## src/rtl/cp0_ctrl_pkg.sv

```systemverilog
// Shared CP0 definitions: register numbers, exception codes, vector defaults and FSM states.
// Pure declarations; no timing or flow control of its own.
package cp0_ctrl_pkg;

    localparam logic [4:0] CP0_BADVADDR = 5'd8;
    localparam logic [4:0] CP0_COUNT    = 5'd9;
    localparam logic [4:0] CP0_COMPARE  = 5'd11;
    localparam logic [4:0] CP0_STATUS   = 5'd12;
    localparam logic [4:0] CP0_CAUSE    = 5'd13;
    localparam logic [4:0] CP0_EPC      = 5'd14;

    localparam logic [4:0] EXC_INT  = 5'd0;
    localparam logic [4:0] EXC_ADEL = 5'd4;
    localparam logic [4:0] EXC_ADES = 5'd5;
    localparam logic [4:0] EXC_SYS  = 5'd8;
    localparam logic [4:0] EXC_BP   = 5'd9;
    localparam logic [4:0] EXC_RI   = 5'd10;
    localparam logic [4:0] EXC_OV   = 5'd12;

    localparam logic [31:0] EX_ENTRY_DEF   = 32'hBFC0_0380;
    localparam logic [31:0] STATUS_RST_DEF = 32'h0040_0000;

    // ws_ex + excode + badvaddr + bd + pc
    localparam int WB_TO_CP0_WD = 1 + 5 + 32 + 1 + 32;

    typedef enum logic {
        ST_IDLE     = 1'b0,
        ST_REDIRECT = 1'b1
    } cp0_state_e;

    function automatic logic is_addr_exc(input logic [4:0] code);
        return (code == EXC_ADEL) || (code == EXC_ADES);
    endfunction

endpackage

```

## src/rtl/cp0_timer.sv

```systemverilog
// Count/Compare timer: Count advances every second cycle, TI latches on Count==Compare.
// Writes take effect on the next edge; a Compare write clears TI and beats a same-cycle match.
module cp0_timer (
    input  logic        clk,
    input  logic        reset,
    input  logic        count_we,
    input  logic        compare_we,
    input  logic [31:0] wdata,
    output logic [31:0] count,
    output logic [31:0] compare,
    output logic        ti
);

    logic tick;

    always_ff @(posedge clk) begin
        if (reset) begin
            tick    <= 1'b0;
            count   <= 32'd0;
            compare <= 32'd0;
            ti      <= 1'b0;
        end else begin
            tick <= ~tick;
            if (count_we)
                count <= wdata;
            else if (tick)
                count <= count + 32'd1;

            if (compare_we) begin
                compare <= wdata;
                ti      <= 1'b0;
            end else if (count == compare) begin
                ti <= 1'b1;
            end
        end
    end

endmodule

```

## src/rtl/cp0_ctrl.sv

```systemverilog
// CP0 register file and exception/ERET redirect sequencer; timer present only with CP0_TIMER_EN.
// Event in cycle N -> flush pulse in N+1; no backpressure, WB events are taken unconditionally.
module cp0_ctrl
    import cp0_ctrl_pkg::*;
#(
    parameter logic [31:0] EX_ENTRY   = EX_ENTRY_DEF,
    parameter logic [31:0] STATUS_RST = STATUS_RST_DEF
) (
    input  logic        clk,
    input  logic        reset,
    input  logic        ws_ex,
    input  logic [4:0]  ws_excode,
    input  logic [31:0] ws_badvaddr,
    input  logic        ws_bd,
    input  logic [31:0] ws_pc,
    input  logic        mtc0_we,
    input  logic [4:0]  cp0_addr,
    input  logic [31:0] mtc0_wdata,
    input  logic        eret_flush,
    input  logic [5:0]  ext_int_in,
    output logic [31:0] cp0_rdata,
    output logic        has_int,
    output logic        flush,
    output logic [31:0] flush_pc,
    output logic [31:0] cp0_epc
);

    logic [7:0]  st_im;
    logic        st_exl;
    logic        st_ie;
    logic        ca_bd;
    logic [7:0]  ca_ip;
    logic [4:0]  ca_excode;
    logic [31:0] epc;
    logic [31:0] badvaddr;
    logic [31:0] count;
    logic [31:0] compare;
    logic        ti;

    cp0_state_e  state;
    cp0_state_e  state_nxt;
    logic        flush_nxt;
    logic [31:0] flush_pc_nxt;

    logic        ex_take;
    logic        eret_take;
    logic        mtc0_take;
    logic [31:0] status_word;
    logic [31:0] cause_word;

    // While redirecting, the WB events belong to instructions being flushed.
    assign ex_take   = ws_ex && (state == ST_IDLE);
    assign eret_take = eret_flush && !ws_ex && (state == ST_IDLE);
    assign mtc0_take = mtc0_we && !ws_ex && !eret_flush;

`ifdef CP0_TIMER_EN
    logic count_we;
    logic compare_we;

    assign count_we   = mtc0_take && (cp0_addr == CP0_COUNT);
    assign compare_we = mtc0_take && (cp0_addr == CP0_COMPARE);

    cp0_timer u_timer (
        .clk        (clk),
        .reset      (reset),
        .count_we   (count_we),
        .compare_we (compare_we),
        .wdata      (mtc0_wdata),
        .count      (count),
        .compare    (compare),
        .ti         (ti)
    );
`else
    assign count   = 32'd0;
    assign compare = 32'd0;
    assign ti      = 1'b0;
`endif

    always_ff @(posedge clk) begin
        if (reset) begin
            st_im     <= STATUS_RST[15:8];
            st_exl    <= STATUS_RST[1];
            st_ie     <= STATUS_RST[0];
            ca_bd     <= 1'b0;
            ca_ip     <= 8'd0;
            ca_excode <= 5'd0;
            epc       <= 32'd0;
            badvaddr  <= 32'd0;
        end else begin
            ca_ip[7:2] <= {ti | ext_int_in[5], ext_int_in[4:0]};
            if (ex_take) begin
                // A nested exception keeps the original return point.
                if (!st_exl) begin
                    epc   <= ws_bd ? ws_pc - 32'd4 : ws_pc;
                    ca_bd <= ws_bd;
                end
                st_exl    <= 1'b1;
                ca_excode <= ws_excode;
                if (is_addr_exc(ws_excode))
                    badvaddr <= ws_badvaddr;
            end else if (eret_take) begin
                st_exl <= 1'b0;
            end else if (mtc0_take) begin
                case (cp0_addr)
                    CP0_STATUS: begin
                        st_im  <= mtc0_wdata[15:8];
                        st_exl <= mtc0_wdata[1];
                        st_ie  <= mtc0_wdata[0];
                    end
                    CP0_CAUSE: ca_ip[1:0] <= mtc0_wdata[9:8];
                    CP0_EPC:   epc        <= mtc0_wdata;
                    default:   ;
                endcase
            end
        end
    end

    always_ff @(posedge clk) begin
        if (reset)
            has_int <= 1'b0;
        else
            has_int <= (state == ST_IDLE) && !ws_ex && !eret_flush &&
                       st_ie && !st_exl && |(ca_ip & st_im);
    end

    always_ff @(posedge clk) begin
        if (reset) begin
            state    <= ST_IDLE;
            flush    <= 1'b0;
            flush_pc <= 32'd0;
        end else begin
            state    <= state_nxt;
            flush    <= flush_nxt;
            flush_pc <= flush_pc_nxt;
        end
    end

    always_comb begin
        state_nxt = state;
        case (state)
            ST_IDLE:     if (ws_ex || eret_flush) state_nxt = ST_REDIRECT;
            ST_REDIRECT: state_nxt = ST_IDLE;
            default:     state_nxt = ST_IDLE;
        endcase
    end

    always_comb begin
        flush_nxt    = 1'b0;
        flush_pc_nxt = 32'd0;
        if (state == ST_IDLE) begin
            if (ws_ex) begin
                flush_nxt    = 1'b1;
                flush_pc_nxt = EX_ENTRY;
            end else if (eret_flush) begin
                flush_nxt    = 1'b1;
                flush_pc_nxt = epc;
            end
        end
    end

    assign status_word = {STATUS_RST[31:16], st_im, STATUS_RST[7:2], st_exl, st_ie};
    assign cause_word  = {ca_bd, ti, 14'd0, ca_ip, 1'b0, ca_excode, 2'b00};

    always_comb begin
        cp0_rdata = 32'd0;
        case (cp0_addr)
            CP0_BADVADDR: cp0_rdata = badvaddr;
            CP0_COUNT:    cp0_rdata = count;
            CP0_COMPARE:  cp0_rdata = compare;
            CP0_STATUS:   cp0_rdata = status_word;
            CP0_CAUSE:    cp0_rdata = cause_word;
            CP0_EPC:      cp0_rdata = epc;
            default:      cp0_rdata = 32'd0;
        endcase
    end

    assign cp0_epc = epc;

endmodule

```

## config.mk

```make
export PLATFORM = sky130hd
export DESIGN_NAME = cp0_ctrl
export DESIGN_NICKNAME = d
export VERILOG_FILES = /design/src/rtl/cp0_ctrl_pkg.sv /design/src/rtl/cp0_timer.sv /design/src/rtl/cp0_ctrl.sv
export SDC_FILE = /design/constraint.sdc
export NUM_CORES = 1
export LEC_CHECK = 0
export CORE_AREA = 2 2 110 112
export CTS_BUF_LIST = sky130_fd_sc_hd__clkbuf_4 sky130_fd_sc_hd__clkbuf_8
export CTS_CLUSTER_SIZE = 28
export DETAILED_ROUTE_END_ITERATION = 10
export DIE_AREA = 0 0 112 114
export HOLD_SLACK_MARGIN = 0.05
export PLACE_DENSITY = 0.86
export SLEW_MARGIN = 20
export SYNTH_ARGS = -nofsm -noshare
export SYNTH_HDL_FRONTEND = slang
export SYNTH_SLANG_ARGS = --single-unit
```

## constraint.sdc

```tcl
create_clock -name clk -period 8.6 [get_ports clk]
set_clock_uncertainty 0.2 [all_clocks]
set_input_delay 2.15 -clock clk [delete_from_list [all_inputs] [get_ports clk]]
set_output_delay 2.15 -clock clk [all_outputs]
set_load 0.02 [all_outputs]
```

* Word level (Yosys, flattened, before mapping)
Cells that the tools add are included.
** Storage, ports and cells
- Bits in latches :: 0
- RAM bits :: 0
- Bits in registers :: 123
- Bits of input ports :: 118
- Logic and storage cells :: 74
- Memories kept :: 0
- Memory bits (read-only) :: 0
- Output and inout bits :: 98
** Cells by class
- Divide/modulo/power cells :: 0
- Equality and inequality tests :: 8
- Multiply operators :: 0
- Magnitude comparators :: 0
- Reduce and logical (&&, ||, !) cells :: 28
- Add/sub/neg operators :: 1
- Shift operators :: 0
- Bitwise gates (word level) :: 6
- Muxes and demuxes :: 17
** Operator list (count)
- two-way mux 32 bit :: 8
- case mux 32 bit (4 select lines) :: 1
- subtractor 32 x 3 -> 32 bit (second input constant) :: 1
- == test 5 x 4 -> 1 bit (second input constant) :: 4
- AND reduction 4 bit :: 3
- == test 5 x 3 -> 1 bit (second input constant) :: 2
- logical AND 1 bit :: 10
- AND 8 bit :: 1
- OR reduction 8 bit :: 1
- two-way mux 1 bit :: 7
- AND reduction 2 bit :: 3
- nonzero test 3 bit :: 2
- NOT 1 bit :: 5
- != test 2 bit (second input constant) :: 2
- nonzero test 2 bit :: 2
- OR reduction 4 bit :: 1
- zero test 1 bit :: 3
- logical OR 1 bit :: 2
- case mux 1 bit (2 select lines) :: 1
- OR reduction 2 bit :: 1

* Logic depth before layout (Yosys ltp)
- Word-level depth :: 6
- Mapped depth :: 8
- Depth with buffers taken out :: 7

* Worst setup path after synthesis
No wires, ideal clock.
- Path type :: input port to output port
- Start point :: input cp0_addr[0]
- End point :: output cp0_rdata[17]
- Setup slack :: 2.636 ns
- Cell stages on the path :: 4
- Required time :: 6.250 ns
- Data arrival time :: 3.614 ns
- Cells stage by stage :: or4b_2 -> nor2_2 -> buf_2 -> a22o_1
** On the way
- Cells in the longest elaborated chain, start to end :: 2
** Ends and longest elaborated chain
- start: declaration :: line cp0_ctrl.sv:17 : input logic [4:0] cp0_addr,
- == test 5 x 4 -> 1 bit :: line cp0_ctrl.sv:166 : case (cp0_addr)
- case mux 32 bit (4 select lines) (*) :: line cp0_ctrl.sv:166
- end: declaration :: line cp0_ctrl.sv:21 : output logic [31:0] cp0_rdata,
Every way passes the cells marked *; elsewhere a longest branch is shown, timed or not.

* Final worst setup path
- Start point :: input cp0_addr[2]
- End point :: output cp0_rdata[27]
The elaborated chain is that of the path after synthesis.

==> summary.txt <==
Logic synthesis
  • Post-synthesis sequential area ratio: 44.0%
  • Area share of the largest cell type after synthesis: 44.0%
  • Synthesized instance count: 671
  • Yosys cell types: 56
  • Post-Syn Area: 0.00555 sq mm
  • Top post-synthesis cells by area: dfxtp_1 (44%), nand2_1 (8.5%), a21oi_1 (5.1%), nor2_1 (4.3%), a22oi_1 (3.4%)
  • Synthesized Nets: 790
  • Synth area leader: dfxtp_1
  • Yosys warns: 0
  • EDFF count, synth: 0
  • Syn_area_per_cell: 8.28 sq um
  • Synth async-reset ratio: 0%
  • #FFs+latches synth: 122
  • Primary FF master, synth: dfxtp_1
  • Most common cell in the netlist: nand2_1
  • Top post-synthesis cells by count: nand2_1 (126), dfxtp_1 (122), nor2_1 (64), a21oi_1 (57), clkbuf_1 (40)

Clock network
  • Postcts setup bufs: 0
  • CTS tree: built
  • H-Tree Depth: 4
  • Bufs on Longest Clock Path: 2
  • Clock tree sinks: 122
  • Hold Buf Count CTS: 0
  • Root Driver: clkbuf_8
  • Reg clk slew, reported paths: 0.07 ns
  • CTS resizes: 0
  • Skew-Pair Late Insertion Delay: 0.44 ns
  • Num CTS Buffers: 17

Floorplanning
  • Die W: 112 microns
  • Die H: 114 microns
  • Core area: 0.0117 sq mm
  • Row count: 40
  • Die area: 0.0128 sq mm
  • Initial Util: 47.4%
  • Io pins: 216

Timing
  • Sum Neg Setup Slack: 0 ns
  • Final Hold Fails: 0
  • Final setup vio count: 0
  • Final min period: 7.48 ns
  • Final Max Slew Viols: 0
  • Fin crit share: 87.0%
  • Max Fclk: 134 MHz
  • Worst slew pin tran: 1.09 ns
  • Unrepaired setup endpoints after global routing: false
  • Rel. slew slack: 27.1%
  • Final setup margin: 1.12 ns

Place
  • Final HPWL DP: 14400 microns
  • GPL Wtd Cong: 0.947
  • DP Worst Slack: 1.12 ns
  • Input/output buffers: 215

Route
  • DR WL/cell: 18.8 microns
  • Initial DRT Pass Iterations: 6
  • WL final: 19200 microns
  • Antenna viol nets, final: 0
  • Initial DRC Count: 517
  • Drt drc: 0
  • Via count: 5729
  • Via-to-Cell Ratio: 5.59

Final layout
  • Share of cells above drive strength 1: 7.18%
  • Post-synthesis to final-layout area growth: 47.8%
  • Net count, final: 984
  • N_diodes: 0

Worst hold path
  • Worst Hold Class: flip-flop to flip-flop
  • Worst hold start: ca_excode[3]

Power and ir drop
  • Switch Pwr: 0.353 mW
  • Worst VDD drop: 0.0863 mV
  • Clock power share: 39.6%
  • Logic pwr share: 15.6%
  • Power Internal: 1.02 mW
  • Net Sw Frac: 25.7%
  • Seq pwr share: 44.8%
  • Leak: 3.00 nW
  • Pwr dens: 168 mW/mm^2

Critical path
  • CP startpoint kind: primary input
  • Crit path DAT: 5.13 ns
  • Max stage delay on crit path: 0.89 ns
  • Crit-path slowest cell: and2_1
  • WP data required: 6.25 ns
  • Critical Path Fanout Max: 25
  • Critical path capture point type: output port
  • Cells along the critical path: clkdlybuf4s50_1 > and3b_1 > and2_1 > buf_4 > a22o_1 > clkdlybuf4s50_1
  • Worst r2r src: flush
  • CP startpoint: cp0_addr[2]
  • WS Path Type: primary input to output port
  • Most Frequent Cell on Critical Path: clkdlybuf4s50_1

Global routing
  • Total GRT Usage: 29.9%
  • First-pass GRT wire length: 29800 microns
  • GR Overflow Total: 0
  • Initial antenna violation count: 0
  • Vias in the first global route: 5627
  • Largest net degree at the start of global routing: 93

Flow run
  • Max Cap Violations: 0

Run status
  • Status: complete, no violations
[critical path, delay by kind of cell]
kind / cells / cell delay [ns]
and+or+nand+nor: 2 / 1.21
buffers and inverters: 3 / 1.62
AOI/OAI and AO/OA: 1 / 0.16
[metal layers]
layer  share of wire, %  global-route usage (%)  up-vias  wire length, microns
li1                   -                       -     2750                     -
met1                 41                    39.6     2690                  7960
met2                 49                    48.9      260                  9400
met3                7.6                    5.95       29                  1450
met4                2.2                    11.0        0                   423
met5                  0                       0        -                     0
[sequential cells by signal, summed over array words and instances (netlist names)]
register,flops
badvaddr,32
cp0_epc,32
flush_pc,32
ca_ip,8
st_im,8
ca_excode,5
ca_bd,1
flush,1
has_int,1
st_exl,1
st_ie,1
[through the flow]
step | hold WS [ns] | power, mW | cells | utilization [%] | area [sq um]
after global placement | 0.242 | 0.835 | 993 | 66.4 | 7770
final | 0.257 | 1.38 | 1025 | 70.1 | 8210
after global routing | 0.281 | 1.42 | 1025 | 70.1 | 8210
after floorplan | 0.236 | 0.711 | 671 | - | 5550
after CTS | 0.256 | 1.37 | 1025 | 70.1 | 8210
after detailed placement | 0.247 | 0.840 | 993 | 66.4 | 7780
[cells in the final DEF (no fill, tap or decap), types with 13 or more instances in the layout]
cell and instances:
clkdlybuf4s50_1 214, nand2_1 126, dfxtp_1 122, nor2_1 64, a21oi_1 57, a22oi_1 25
and2_1 22, clkbuf_8 21, xnor2_1 20, o21ai_0 19, mux2i_1 15, a22o_1 15
nor3_1 13
[final timing paths]
check / to / slack [ns] / cells past startpoint
worst min-delay path: ca_excode[3] / 0.26 / 2
worst max register to register: badvaddr[24] / 6.43 / 6
worst max-delay path: cp0_rdata[27] / 1.12 / 6
worst min register to register: ca_excode[3] / 0.26 / 2
[layout make-up]
cell class                 count  area (sq um)
clock buffer                  24           312
tap                          147           184
multi-input combinational    499          2950
timing repair buffer         222          2200
inverter                       3          11.3
clock inverter                 8           115
fill                         906          3500
sequential                   122          2440
[power groups by stage]
| stage | sequential [mW] | clock, mW | combinational, mW |
|---|---|---|---|
| 3_5_place_dp | 0.628 | 0 | 0.212 |
| 3_3_place_gp | 0.626 | 0 | 0.209 |
| 5_1_grt | 0.617 | 0.574 | 0.229 |
| 2_1_floorplan | 0.635 | 0 | 0.0753 |
| 6_report | 0.616 | 0.545 | 0.214 |
| 4_1_cts | 0.615 | 0.545 | 0.214 |
[logic make-up after synthesis]
group,after synthesis,share of synthesized area [%]
AO/OA/AOI/OAI,152,17.8
XOR/XNOR,24,3.79
adder cells (fa/ha/maj),1,0.225
buffers and inverters,50,3.51
flip-flops,122,44.0
multiplexers,15,2.70
AND/OR/NAND/NOR,307,27.9
Note: power is estimated with default switching activity, not from simulation.
